[src/rtl/remote_comm_pkg.sv]
`default_nettype none
// +--------------------------------------------------------------------+
// | remote_comm_pkg                                                    |
// | Shared types and constants for the remote_comm UART bridge.        |
// | Revision: 1.0                                                      |
// +--------------------------------------------------------------------+
package remote_comm_pkg;

  localparam int unsigned BAUD_DIV_DEFAULT = 2604;
  localparam logic [7:0]  RESP_POS_ACK     = 8'hA5;

  typedef enum logic [1:0] {
    CMD_IDLE = 2'd0,
    CMD_HIGH = 2'd1,
    CMD_LOW  = 2'd2
  } cmd_state_e;

  typedef enum logic {
    TX_IDLE = 1'b0,
    TX_BUSY = 1'b1
  } tx_state_e;

  typedef enum logic {
    RX_IDLE = 1'b0,
    RX_BUSY = 1'b1
  } rx_state_e;

  // 8N1 frame in shift order: start bit in [0], stop bit in [9].
  function automatic logic [9:0] uart_frame(input logic [7:0] data);
    return {1'b1, data, 1'b0};
  endfunction

endpackage
`default_nettype wire

[src/rtl/remote_comm_if.sv]
`default_nettype none
// +--------------------------------------------------------------------+
// | remote_comm_if                                                     |
// | Host-side command/response handshake of the remote_comm bridge.    |
// | Revision: 1.0                                                      |
// +--------------------------------------------------------------------+
interface remote_comm_if;
  logic [15:0] cmd;
  logic        send_cmd;
  logic        cmd_sent;
  logic [7:0]  resp;
  logic        resp_rdy;

  modport master (
    output cmd,
    output send_cmd,
    input  cmd_sent,
    input  resp,
    input  resp_rdy
  );

  modport slave (
    input  cmd,
    input  send_cmd,
    output cmd_sent,
    output resp,
    output resp_rdy
  );
endinterface
`default_nettype wire

[src/rtl/remote_comm_uart.sv]
`default_nettype none
// +--------------------------------------------------------------------+
// | remote_comm_uart                                                   |
// | Independent 8N1 transmitter and receiver, BAUD_DIV clocks per bit. |
// | Revision: 1.0                                                      |
// +--------------------------------------------------------------------+
module remote_comm_uart
  import remote_comm_pkg::*;
#(
  parameter int unsigned BAUD_DIV = BAUD_DIV_DEFAULT
) (
  input  logic       clk,
  input  logic       rst,
  input  logic       RX,
  output logic       TX,
  input  logic [7:0] tx_data,
  input  logic       trmt,
  output logic       tx_done,
  output logic [7:0] rx_data,
  output logic       rx_rdy,
  input  logic       clr_rdy
);

  localparam int unsigned    CW        = $clog2(BAUD_DIV);
  localparam logic [CW-1:0]  BAUD_LAST = CW'(BAUD_DIV - 1);
  localparam logic [CW-1:0]  HALF_LAST = CW'(BAUD_DIV / 2 - 1);

  // ---------------- transmitter ----------------
  tx_state_e     tx_state_q;
  logic [CW-1:0] tx_baud_q;
  logic [3:0]    tx_bit_q;
  logic [9:0]    tx_shift_q;
  logic          tx_bit_end;

  assign tx_bit_end = (tx_state_q == TX_BUSY) && (tx_baud_q == BAUD_LAST);
  assign tx_done    = tx_bit_end && (tx_bit_q == 4'd9);
  // Idle shifter is all ones, so the line idles high straight from the register.
  assign TX         = tx_shift_q[0];

  always_ff @(posedge clk) begin
    if (rst) begin
      tx_state_q <= TX_IDLE;
      tx_baud_q  <= '0;
      tx_bit_q   <= '0;
      tx_shift_q <= '1;
    end else if (trmt) begin
      tx_state_q <= TX_BUSY;
      tx_baud_q  <= '0;
      tx_bit_q   <= '0;
      tx_shift_q <= uart_frame(tx_data);
    end else if (tx_state_q == TX_BUSY) begin
      if (tx_bit_end) begin
        tx_baud_q  <= '0;
        tx_shift_q <= {1'b1, tx_shift_q[9:1]};
        if (tx_bit_q == 4'd9) begin
          tx_state_q <= TX_IDLE;
          tx_bit_q   <= '0;
        end else begin
          tx_bit_q <= tx_bit_q + 4'd1;
        end
      end else begin
        tx_baud_q <= tx_baud_q + CW'(1);
      end
    end
  end

  // ---------------- receiver ----------------
  logic          rx_ff1_q;
  logic          rx_sync_q;
  logic          rx_prev_q;
  rx_state_e     rx_state_q;
  logic [CW-1:0] rx_baud_q;
  logic [3:0]    rx_bit_q;
  logic [7:0]    rx_shift_q;
  logic [7:0]    rx_data_q;
  logic          rx_rdy_q;
  logic          rx_start;
  logic          rx_sample;
  logic          rx_set;

  assign rx_start  = (rx_state_q == RX_IDLE) && rx_prev_q && !rx_sync_q;
  assign rx_sample = (rx_state_q == RX_BUSY) && (rx_baud_q == '0);
  assign rx_set    = rx_sample && (rx_bit_q == 4'd9);
  assign rx_data   = rx_data_q;
  assign rx_rdy    = rx_rdy_q;

  always_ff @(posedge clk) begin
    if (rst) begin
      rx_ff1_q  <= 1'b1;
      rx_sync_q <= 1'b1;
      rx_prev_q <= 1'b1;
    end else begin
      rx_ff1_q  <= RX;
      rx_sync_q <= rx_ff1_q;
      rx_prev_q <= rx_sync_q;
    end
  end

  // Count down to each sample point; a high start sample means the edge was a glitch.
  always_ff @(posedge clk) begin
    if (rst) begin
      rx_state_q <= RX_IDLE;
      rx_baud_q  <= '0;
      rx_bit_q   <= '0;
      rx_shift_q <= '0;
    end else begin
      case (rx_state_q)
        RX_IDLE: begin
          if (rx_start) begin
            rx_state_q <= RX_BUSY;
            rx_baud_q  <= HALF_LAST;
            rx_bit_q   <= '0;
          end
        end
        RX_BUSY: begin
          if (rx_baud_q != '0) begin
            rx_baud_q <= rx_baud_q - CW'(1);
          end else if ((rx_bit_q == 4'd0 && rx_sync_q) || rx_bit_q == 4'd9) begin
            rx_state_q <= RX_IDLE;
            rx_baud_q  <= '0;
            rx_bit_q   <= '0;
          end else begin
            rx_baud_q <= BAUD_LAST;
            rx_bit_q  <= rx_bit_q + 4'd1;
            if (rx_bit_q != 4'd0) begin
              rx_shift_q <= {rx_sync_q, rx_shift_q[7:1]};
            end
          end
        end
        default: rx_state_q <= RX_IDLE;
      endcase
    end
  end

  always_ff @(posedge clk) begin
    if (rst) begin
      rx_data_q <= '0;
      rx_rdy_q  <= 1'b0;
    end else if (rx_set) begin
      rx_data_q <= rx_shift_q;
      rx_rdy_q  <= 1'b1;
    end else if (clr_rdy || rx_start) begin
      rx_rdy_q  <= 1'b0;
    end
  end

endmodule
`default_nettype wire

[src/rtl/remote_comm.sv]
`default_nettype none
// +--------------------------------------------------------------------+
// | remote_comm                                                        |
// | Sends a 16-bit command as two UART bytes (high first), returns     |
// | received response bytes.                                           |
// | Revision: 1.0                                                      |
// +--------------------------------------------------------------------+
module remote_comm
  import remote_comm_pkg::*;
#(
  parameter int unsigned BAUD_DIV = BAUD_DIV_DEFAULT
) (
  input  logic          clk,
  input  logic          rst,
  input  logic          RX,
  output logic          TX,
  remote_comm_if.slave  bus
);

  cmd_state_e state_q;
  logic [7:0] low_byte_q;
  logic       cmd_sent_q;
  logic       accept;
  logic       trmt;
  logic       tx_done;
  logic [7:0] tx_data;

  assign accept       = (state_q == CMD_IDLE) && bus.send_cmd;
  // Low byte is launched in the same cycle the high byte's stop bit ends.
  assign trmt         = accept || ((state_q == CMD_HIGH) && tx_done);
  assign tx_data      = (state_q == CMD_IDLE) ? bus.cmd[15:8] : low_byte_q;
  assign bus.cmd_sent = cmd_sent_q;

  always_ff @(posedge clk) begin
    if (rst) begin
      state_q    <= CMD_IDLE;
      low_byte_q <= '0;
      cmd_sent_q <= 1'b0;
    end else begin
      case (state_q)
        CMD_IDLE: begin
          if (bus.send_cmd) begin
            low_byte_q <= bus.cmd[7:0];
            cmd_sent_q <= 1'b0;
            state_q    <= CMD_HIGH;
          end
        end
        CMD_HIGH: begin
          if (tx_done) state_q <= CMD_LOW;
        end
        CMD_LOW: begin
          if (tx_done) begin
            cmd_sent_q <= 1'b1;
            state_q    <= CMD_IDLE;
          end
        end
        default: state_q <= CMD_IDLE;
      endcase
    end
  end

  remote_comm_uart #(
    .BAUD_DIV (BAUD_DIV)
  ) u_uart (
    .clk     (clk),
    .rst     (rst),
    .RX      (RX),
    .TX      (TX),
    .tx_data (tx_data),
    .trmt    (trmt),
    .tx_done (tx_done),
    .rx_data (bus.resp),
    .rx_rdy  (bus.resp_rdy),
    .clr_rdy (accept)
  );

endmodule
`default_nettype wire

[src/flat_wrapper.sv]
// flat-port wrapper written by rule: the top's interface ports become plain ports
module remote_comm_flat import remote_comm_pkg::*;
#(
  parameter int unsigned BAUD_DIV = BAUD_DIV_DEFAULT
)
  (clk, rst, RX, TX, bus_cmd, bus_send_cmd, bus_cmd_sent, bus_resp, bus_resp_rdy);
  remote_comm_if bus_i ();
  input  logic clk;
  input  logic rst;
  input  logic RX;
  output logic TX;
  input wire logic [$bits(bus_i.cmd)-1:0] bus_cmd;
  input wire logic [$bits(bus_i.send_cmd)-1:0] bus_send_cmd;
  output wire logic [$bits(bus_i.cmd_sent)-1:0] bus_cmd_sent;
  output wire logic [$bits(bus_i.resp)-1:0] bus_resp;
  output wire logic [$bits(bus_i.resp_rdy)-1:0] bus_resp_rdy;
  assign bus_i.cmd = bus_cmd;
  assign bus_i.send_cmd = bus_send_cmd;
  assign bus_cmd_sent = bus_i.cmd_sent;
  assign bus_resp = bus_i.resp;
  assign bus_resp_rdy = bus_i.resp_rdy;
  remote_comm #(.BAUD_DIV(BAUD_DIV)) u_core (.clk(clk), .rst(rst), .RX(RX), .TX(TX), .bus(bus_i));
endmodule
[config.mk]
export PLATFORM = sky130hd
export DESIGN_NAME = remote_comm_flat
export DESIGN_NICKNAME = d
export VERILOG_FILES = /design/src/rtl/remote_comm_pkg.sv /design/src/rtl/remote_comm_if.sv /design/src/rtl/remote_comm_uart.sv /design/src/rtl/remote_comm.sv /design/src/flat_wrapper.sv
export SDC_FILE = /design/constraint.sdc
export NUM_CORES = 1
export LEC_CHECK = 0
export CAP_MARGIN = 20
export CORE_AREA = 3 3 98 100
export CTS_CLUSTER_DIAMETER = 80
export DETAILED_ROUTE_END_ITERATION = 16
export DIE_AREA = 0 0 101 103
export GPL_TIMING_DRIVEN = 0
export HOLD_SLACK_MARGIN = 0.15
export PLACE_DENSITY = 0.58
export SLEW_MARGIN = 20
export SYNTH_ARGS = -nofsm -noshare
export SYNTH_HDL_FRONTEND = slang
export SYNTH_SLANG_ARGS = --single-unit
[constraint.sdc]
create_clock -name clk -period 2.1 [get_ports clk]
set_input_delay 0.315 -clock clk [delete_from_list [all_inputs] [get_ports clk]]
set_output_delay 0.315 -clock clk [all_outputs]
set_load 0.005 [all_outputs]
==> reports/results.ini <==
[setup_path]
crit_fanout = 8
cp-end-kind = flop
critPathRequiredTime_ns = 2.33
path_class = flop to flop
critPathLaunchType = flop
crit_arrival_ns = 2.20
reg2reg_slack_ns = 0.13

[power_and_ir_drop]
sw_frac_of_total = 0.254
p_switching_uw = 836
seq_power_share = 0.455
clkPwrFrac = 0.414
ir_worst_vdd_v = 0.000400
power_density_nw_per_um2 = 787
power.leakage_nw = 1.65
combPwrFrac = 0.131
p_int_mw = 2.46

[detailed_routing]
vias_per_cell = 5.48
antenna_left = 0
drc = 0
vias = 2972
wire_per_inst_um = 15.0
dr.pass1.iters = 4
drtIter0Drc = 129
wirelength_mm = 8.15

[timing]
finalCritPeriodShare = 0.938
fmax_mhz = 508
skew_ns = 0.00876
slew_violations = 0
rsz0062_at_grt = no
worst-slew-pin-transition_ns = 0.671
hold_ws_ns = 0.414
fin_crit_ns = 1.97
finalSetupViolations = 0
hold_viol = 0
slew-limit-headroom = 0.551

[cells_and_area]
drive_above_1_share = 0.0899
final-seq-area_um2 = 1480
fin_util = 0.478
layout.nets = 455
fillers = 876
syn2layout_area_growth_pct = 20.3
n_antenna_cell = 0
multi_input_area_um2 = 1900
layout_common_cells = dfxtp_1 (74), nor2_1 (41), nand2_1 (34)
layout_commonest_cell = dfxtp_1

[global_route]
grt_pass1_vias = 2713
grt_use_total = 0.161
grt_use_met2 = 0.247
use_met3 = 0.0338
grt_overflow = 0
grt_busiest_layer = met2
grtUsageMet1 = 0.220
grt_pass1_wl_mm = 13.2
grt_max_degree = 13
antenna_found_initial = 0

[synthesis]
syn_nets = 414
synth-edff-count = 0
synth-xor-area-share = 0.0327
syn_area_per_cell_um2 = 8.97
synth_top_family_by_area = simple AND/OR/NAND/NOR gates
async_reset_ff_frac = 0
ys_ff_latch = 74
syn_area_um2 = 3480
synth-simple-area-share = 0.265
yosys.area_share.adder = 0.0216
yosysSeqAreaShare = 0.426
yosysWarnings = 0
synth_compound_area_frac = 0.138
dominantRegCellSynth = dfxtp_1
synth_mux_area_frac = 0.0813
netlist_instances = 388
synth_cell_types = 60

[clock_tree]
cts_resized = 2
cts_sinks = 74
cts_tree = yes
cts.clk_slew.worst_paths_ns = 0.08
cts_max_path_buffers = 2
cts_root_buf = clkbuf_8
hold_buffers = 0
clk_latency_ns = 0.35
h-tree-depth = 3
post-cts-setup-buffers = 0
cts_inserted_buffers = 9

[die]
start_util = 0.397
die_y_um = 103
core-area_um2 = 8760
chipWidth_um = 101
fp.dieArea_um2 = 10400
io_pins = 31
rows = 34

[outcome]
status = complete, no violations

[placed_design]
routabilityCongestion = 0.803
post-dp-hpwl_mm = 5.66
io_buffers = 30

[run]
drv_cap = 0

[worst_hold_path]
hp-class = flop to flop

worst paths after layout:
path | from | end | cells past startpoint
setup / recovery | u_core.u_uart.rx_baud_q[0] | u_core.u_uart.rx_baud_q[5] | 6
hold / removal | u_core.u_uart.rx_ff1_q | u_core.u_uart.rx_sync_q | 1
setup reg to reg | u_core.u_uart.rx_baud_q[0] | u_core.u_uart.rx_baud_q[5] | 6
hold reg to reg | u_core.u_uart.rx_ff1_q | u_core.u_uart.rx_sync_q | 1
routing by layer:
layer	vias to the layer above	wire [um]
li1	1495	-
met1	1407	4090
met2	59	3560
met3	11	335
met4	0	159
met5	-	0
cell usage after synthesis (all sizes together) (2+ instances only):
cell | count | area (um^2)
a2111oi | 2 | 17.5
a211o | 2 | 17.5
a211oi | 2 | 15.0
a21oi | 22 | 110
a221oi | 8 | 70.1
a31oi | 3 | 18.8
and3 | 3 | 20.0
and4 | 2 | 17.5
and4b | 2 | 20.0
buf | 5 | 30.0
clkbuf | 14 | 52.6
dfxtp | 74 | 1480
ha | 6 | 75.1
inv | 11 | 41.3
mux2 | 2 | 22.5
mux2i | 26 | 260
nand2 | 34 | 128
nand2b | 4 | 25.0
nand3 | 13 | 70.1
nand3b | 2 | 15.0
nand4 | 6 | 37.5
nand4bb | 2 | 22.5
nor2 | 41 | 154
nor2b | 10 | 62.6
nor3 | 11 | 55.1
nor3b | 2 | 20.0
nor4 | 12 | 111
nor4b | 3 | 32.5
o211ai | 3 | 22.5
o21ai | 14 | 70.1
o22ai | 2 | 12.5
o31ai | 4 | 30.0
or2 | 5 | 31.3
or3 | 4 | 25.0
or4 | 4 | 30.0
or4b | 2 | 20.0
xnor2 | 9 | 78.8
xor2 | 4 | 35.0
logic make-up after synthesis:
kind of cell             count (synthesis)
AND/OR/NAND/NOR                        165
adder cells (fa/ha/maj)                  6
AO/OA/AOI/OAI                           72
multiplexers                            28
buffers and inverters                   30
flip-flops                              74
XOR/XNOR                                13
state kept, by name, summed over array words and instances, names as in the netlist, 2 cells and up:
name,cells
u_core.u_uart.tx_bit_q,4
u_core.u_uart.rx_shift_q,8
u_core.u_uart.rx_data,8
u_core.u_uart.tx_baud_q,12
u_core.u_uart.rx_baud_q,12
u_core.state_q,2
u_core.low_byte_q,8
u_core.u_uart.rx_bit_q,4
u_core.u_uart.tx_shift_q,9
through the flow:
stage               power [mW]  std cells  cell area [um^2]  TNS, ns  worst slack (ns)
global route              3.43        542              4190        0           0.00631
detailed placement        1.95        526              3920   -20.33            -0.566
floorplan                 1.81        388              3480        0             0.366
CTS                       3.32        542              4170        0            0.0553
global placement          1.95        526              3920   -20.67            -0.579
finish                    3.30        542              4190        0             0.130
power groups by stage:
stage	logic [mW]	clock network, mW	registers (mW)
6_report	0.430	1.36	1.50
3_5_place_dp	0.422	0	1.53
2_1_floorplan	0.291	0	1.52
5_1_grt	0.473	1.45	1.51
3_3_place_gp	0.416	0	1.53
4_1_cts	0.424	1.40	1.50
cell type report:
class / count / area share
timing repair buffer: 30 / 0.0717
clock inverter: 4 / 0.0236
sequential: 74 / 0.354
clock buffer: 12 / 0.0347
multi-input combinational: 284 / 0.453
buffer: 19 / 0.0206
inverter: 11 / 0.00987
tap: 108 / 0.0323
critical path: stages, from the launching register on:
cell	delay, ns
dfxtp_1	0.38
inv_1	0.10
ha_1	0.18
nor3b_4	0.32
nand3_2	0.23
and4b_1	0.28
or3_1	0.36
(Power assumes the default switching activity.)
